===== src/rtl/stream_mux.sv =====
// N-channel registered stream multiplexer with select or round-robin grant.
// Optional transfer counter output cnt_o when STREAM_MUX_CNT_EN is defined.
module stream_mux #(
    parameter int WIDTH  = 8,
    parameter int NUM_CH = 4,
    parameter int SEL_W  = $clog2(NUM_CH)
) (
    input  logic                    clk,
    input  logic                    reset,
    input  logic [NUM_CH*WIDTH-1:0] data_i,
    input  logic [NUM_CH-1:0]       valid_i,
    output logic [NUM_CH-1:0]       ready_o,
    input  logic                    mode_i,
    input  logic [SEL_W-1:0]        sel_i,
    output logic [WIDTH-1:0]        data_o,
    output logic                    valid_o,
    input  logic                    ready_i,
    output logic [SEL_W-1:0]        ch_o
`ifdef STREAM_MUX_CNT_EN
    ,
    output logic [15:0]             cnt_o
`endif
);

    logic             load;
    logic             gnt_vld;
    logic [SEL_W-1:0] gnt_idx;
    logic [WIDTH-1:0] gnt_data;
    logic [SEL_W-1:0] ptr;
    int               off;
    int               best_off;

    assign load = !valid_o || ready_i;

    // Round-robin distance of channel k from ptr is (k - ptr - 1) mod NUM_CH;
    // the valid channel with the smallest distance wins.
    always_comb begin
        gnt_vld  = 1'b0;
        gnt_idx  = '0;
        off      = 0;
        best_off = NUM_CH;
        if (!mode_i) begin
            for (int k = 0; k < NUM_CH; k++) begin
                if (int'(sel_i) == k && valid_i[k]) begin
                    gnt_vld = 1'b1;
                    gnt_idx = SEL_W'(k);
                end
            end
        end else begin
            for (int k = 0; k < NUM_CH; k++) begin
                off = (k + NUM_CH - 1 - int'(ptr)) % NUM_CH;
                if (valid_i[k] && off < best_off) begin
                    best_off = off;
                    gnt_vld  = 1'b1;
                    gnt_idx  = SEL_W'(k);
                end
            end
        end
    end

    always_comb begin
        gnt_data = '0;
        ready_o  = '0;
        for (int k = 0; k < NUM_CH; k++) begin
            if (gnt_idx == SEL_W'(k)) begin
                gnt_data   = data_i[k*WIDTH +: WIDTH];
                ready_o[k] = load && gnt_vld && !reset;
            end
        end
    end

    always_ff @(posedge clk or posedge reset) begin
        if (reset) begin
            data_o  <= '0;
            valid_o <= 1'b0;
            ch_o    <= '0;
            ptr     <= SEL_W'(NUM_CH - 1);
        end else if (load) begin
            if (gnt_vld) begin
                data_o  <= gnt_data;
                valid_o <= 1'b1;
                ch_o    <= gnt_idx;
                ptr     <= gnt_idx;
            end else begin
                valid_o <= 1'b0;
            end
        end
    end

`ifdef STREAM_MUX_CNT_EN
    always_ff @(posedge clk or posedge reset) begin
        if (reset) begin
            cnt_o <= 16'd0;
        end else if (valid_o && ready_i) begin
            cnt_o <= cnt_o + 16'd1;
        end
    end
`endif

endmodule


===== config.mk =====
export PLATFORM = sky130hd
export DESIGN_NAME = stream_mux
export DESIGN_NICKNAME = d
export VERILOG_FILES = /design/src/rtl/stream_mux.sv
export SDC_FILE = /design/constraint.sdc
export NUM_CORES = 1
export LEC_CHECK = 0
export CAP_MARGIN = 10
export CELL_PAD_IN_SITES_DETAIL_PLACEMENT = 0
export CELL_PAD_IN_SITES_GLOBAL_PLACEMENT = 1
export CORE_MARGIN = 2
export CORE_UTILIZATION = 30
export CTS_CLUSTER_SIZE = 8
export DETAILED_ROUTE_END_ITERATION = 12
export GPL_TIMING_DRIVEN = 0
export HOLD_SLACK_MARGIN = 0.05
export PLACE_DENSITY_LB_ADDON = 0.25
export SLEW_MARGIN = 20
export SYNTH_ARGS = -nofsm -noshare
export SYNTH_HDL_FRONTEND = slang
export SYNTH_SLANG_ARGS = --single-unit

===== constraint.sdc =====
create_clock -name clk -period 6.2 [get_ports clk]
set_input_delay 1.55 -clock clk [delete_from_list [all_inputs] [get_ports clk]]
set_output_delay 1.55 -clock clk [all_outputs]
set_load 0.02 [all_outputs]

==> run summary <==
outcome: completed
hold bufs inserted after CTS: 0
count of yosys warnings during synthesis: 0
Core ar.: 0.004029 sq mm
Global Route met3 Usage: 2.485%
io pins: 57
busiest grt layer: met2
GR Util met1: 20.18%
Crit path required time: 4.65 ns
Hold Slack: 0.5225 ns
CTS Buffer Depth: 2
routed len/inst: 16.27 um
count of different cell masters after synthesis: 46
worst-margin pin slew: 0.7409 ns
final core utilization: 53.01%
H-tree Lvls: 1
DRT antenna net count: 0
register area: 327.8 sq um
Post-synth ARST share: 100.0%
Layout area overhead: 68.34%
Leak Pwr: 0.8705 nW
Root Buffer Master: clkbuf_8
Power, Total: 0.0007129 W
area of the die: 0.004765 sq mm
port bufs: 54
met2 usage: 28.85%
vias: 1345
share of layout cells above drive strength 1: 29.21%
global placement routability congestion: 0.8628
Post-Route WL: 4.100 mm
FF+latch count, synth: 13
first-pass GRT wire length: 6.555 mm
Syn Inst Count: 134
area occupied by multi-input gates: 958.4 sq um
Post-Route Setup TNS: 0 ns
Power Density: 333.8 mW/mm^2
number of max-cap violations: 0
Slew headroom: 50.61%
Worst-path clk slew: 0.06 ns
Antenna Diode Count: 0
Placement Rows: 23
VDD IR-drop max: 0.0001303 V
grt total ovfl: 0
Final Cell Area: 0.002136 sq mm
final hold violations: 0
Seq/Total Area, Yosys: 25.84%
leading area contributor after synthesis: dfrtp_1
Die W: 69.03 um
Final Max Tran Viols: 0
main flop type after synthesis: dfrtp_1
Crit Path Category: primary input to primary output
Initial DRC Count: 110
initial core utilization: 31.49%
vias in the first global route: 1407
Vias/cell: 5.337
final setup fails: 0
number of flops mapped to enable cells by yosys: 0
Num CTS Buffers: 3
initial antenna violation count: 0
CP Capture Type: primary output
clock latency on the worst-skew pair: 0.25 ns
Die H: 69.03 um
fmax: 164.7 MHz
Total Routing Usage GR: 16.32%
Net count, final: 248
Avg Synthesized Cell Area: 9.468 sq um
fillcell total: 385
crit start category: primary input
Sink Count: 13
CTS tree: done
worst min-delay path class: flop to flop
synth top area cells: dfrtp_1 22%, mux2i_1 6.3%, o2111ai_1 6.2%
post-route clock period utilization: 97.91%
placed standard-cell area: 0.001882 sq mm
largest net degree at the start of global routing: 14
Pre-antenna DRT Iters: 4
crit path DAT: 4.52 ns
Synth top area share: 21.70%
DRC: 0
mapped cell area: 0.001269 sq mm
clk_skew: 0.005764 ns
fin crit period: 6.071 ns
synthesized net count: 179
crit-path max FO: 4
HPWL after DPL: 2.972 mm
layout by cell type (no fill, tap or decap), drive strengths merged, types with 2 or more instances in the layout:
cell type and count:
a21boi 8, a21oi 4, and2 3, and3 9, buf 20, clkbuf 7, clkdlybuf4s50 49, dfrtp 11
dfstp 2, ha 3, inv 11, mux2 4, mux2i 8, nand2 2, nand2b 2, nand3 4
nand4 2, nor2 3, nor2b 2, nor3 4, nor3b 3, o2111ai 9, o211ai 2, o21a 3
o21ai 2, o221ai 8, or2b 2
sequential cells by signal, summed over array words and instances, names as in the netlist:
name	cells
valid_o	1
data_o	8
ch_o	2
ptr	2
final cells by class:
type | count | area share, %
buffer | 9 | 3.749
clock buffer | 4 | 2.109
inverter | 11 | 1.933
multi-input combinational | 100 | 44.87
sequential | 13 | 15.35
tap | 50 | 2.929
timing repair buffer | 65 | 29.06
repair_timing:
| action | in CTS | in global routing |
|---|---|---|
| pin swaps | 2 | 12 |
| hold endpoints to repair | 0 | 0 |
| resized for setup | 30 | 21 |
| endpoints found under the setup margin | 4 | 4 |
| cloned | 0 | 0 |
| setup buffers | 3 | 8 |
where the power goes:
part	internal, W	leakage (nW)	switching, W	total, W
sequential	0.000124	0.153	0.0000271	0.000151
clock	0.0000455	0.0228	0.0000341	0.0000796
combinational	0.000247	0.695	0.000235	0.000482
critical path, stage by stage:
cell	delay, ns
buf_12	0.07
or2b_1	0.27
ha_4	0.20
and2_4	0.14
o21ai_2	0.12
a21oi_2	0.10
ha_4	0.19
nor3b_4	0.22
and2_4	0.19
o31ai_4	0.07
nand2_1	0.06
o21ai_1	0.06
ha_1	0.33
a21oi_2	0.18
o2111ai_2	0.18
buf_6	0.18
nand3_4	0.07
nor3b_2	0.18
buf_4	0.17
Yosys cell counts, types with 4 or more instances:
master	count
and3_1	9
inv_1	11
a21boi_0	8
dfrtp_1	11
nand3_1	4
mux2_2	4
o221ai_1	5
mux2i_1	8
o2111ai_1	9
nor3_1	4
through the flow:
| stage | setup WS, ns | cells |
|---|---|---|
| 6_report | 0.1293 | 252 |
| 5_1_grt | -0.03954 | 252 |
| 4_1_cts | 0.009978 | 245 |
| 3_5_place_dp | -0.8991 | 238 |
| 3_3_place_gp | -0.8138 | 238 |
| 2_1_floorplan | 0.05778 | 134 |
path summary, 6_finish.rpt:
check,start,endpoint,slack (ns),depth (start not counted)
setup / recovery,valid_i[0],ready_o[2],0.13,19
hold / removal,ch_o[1]$_DFFE_PP0P_,ch_o[1]$_DFFE_PP0P_,0.52,1
min in group asynchronous,reset,data_o[6]$_DFFE_PP0P_,1.89,2
max in group asynchronous,reset,ptr[1]$_DFFE_PP1P_,3.94,2
setup reg to reg,ptr[0]$_DFFE_PP1P_,data_o[2]$_DFFE_PP0P_,2.21,19
hold reg to reg,ch_o[1]$_DFFE_PP0P_,ch_o[1]$_DFFE_PP0P_,0.52,1
per-layer routing:
metal	up-vias	wire length (um)
met2	46	2102
met1	631	1766
met5	-	0
met4	0	42
met3	5	188
li1	663	-
cell families after synthesis:
kind of cell	count (synthesis)	synth area share, %
adder cells (fa/ha/maj)	3	2.959
AO/OA/AOI/OAI	44	30.67
multiplexers	13	11.64
AND/OR/NAND/NOR	40	20.41
flip-flops	13	25.84
buffers and inverters	21	8.480
Note: power is estimated with default switching activity, not from simulation.
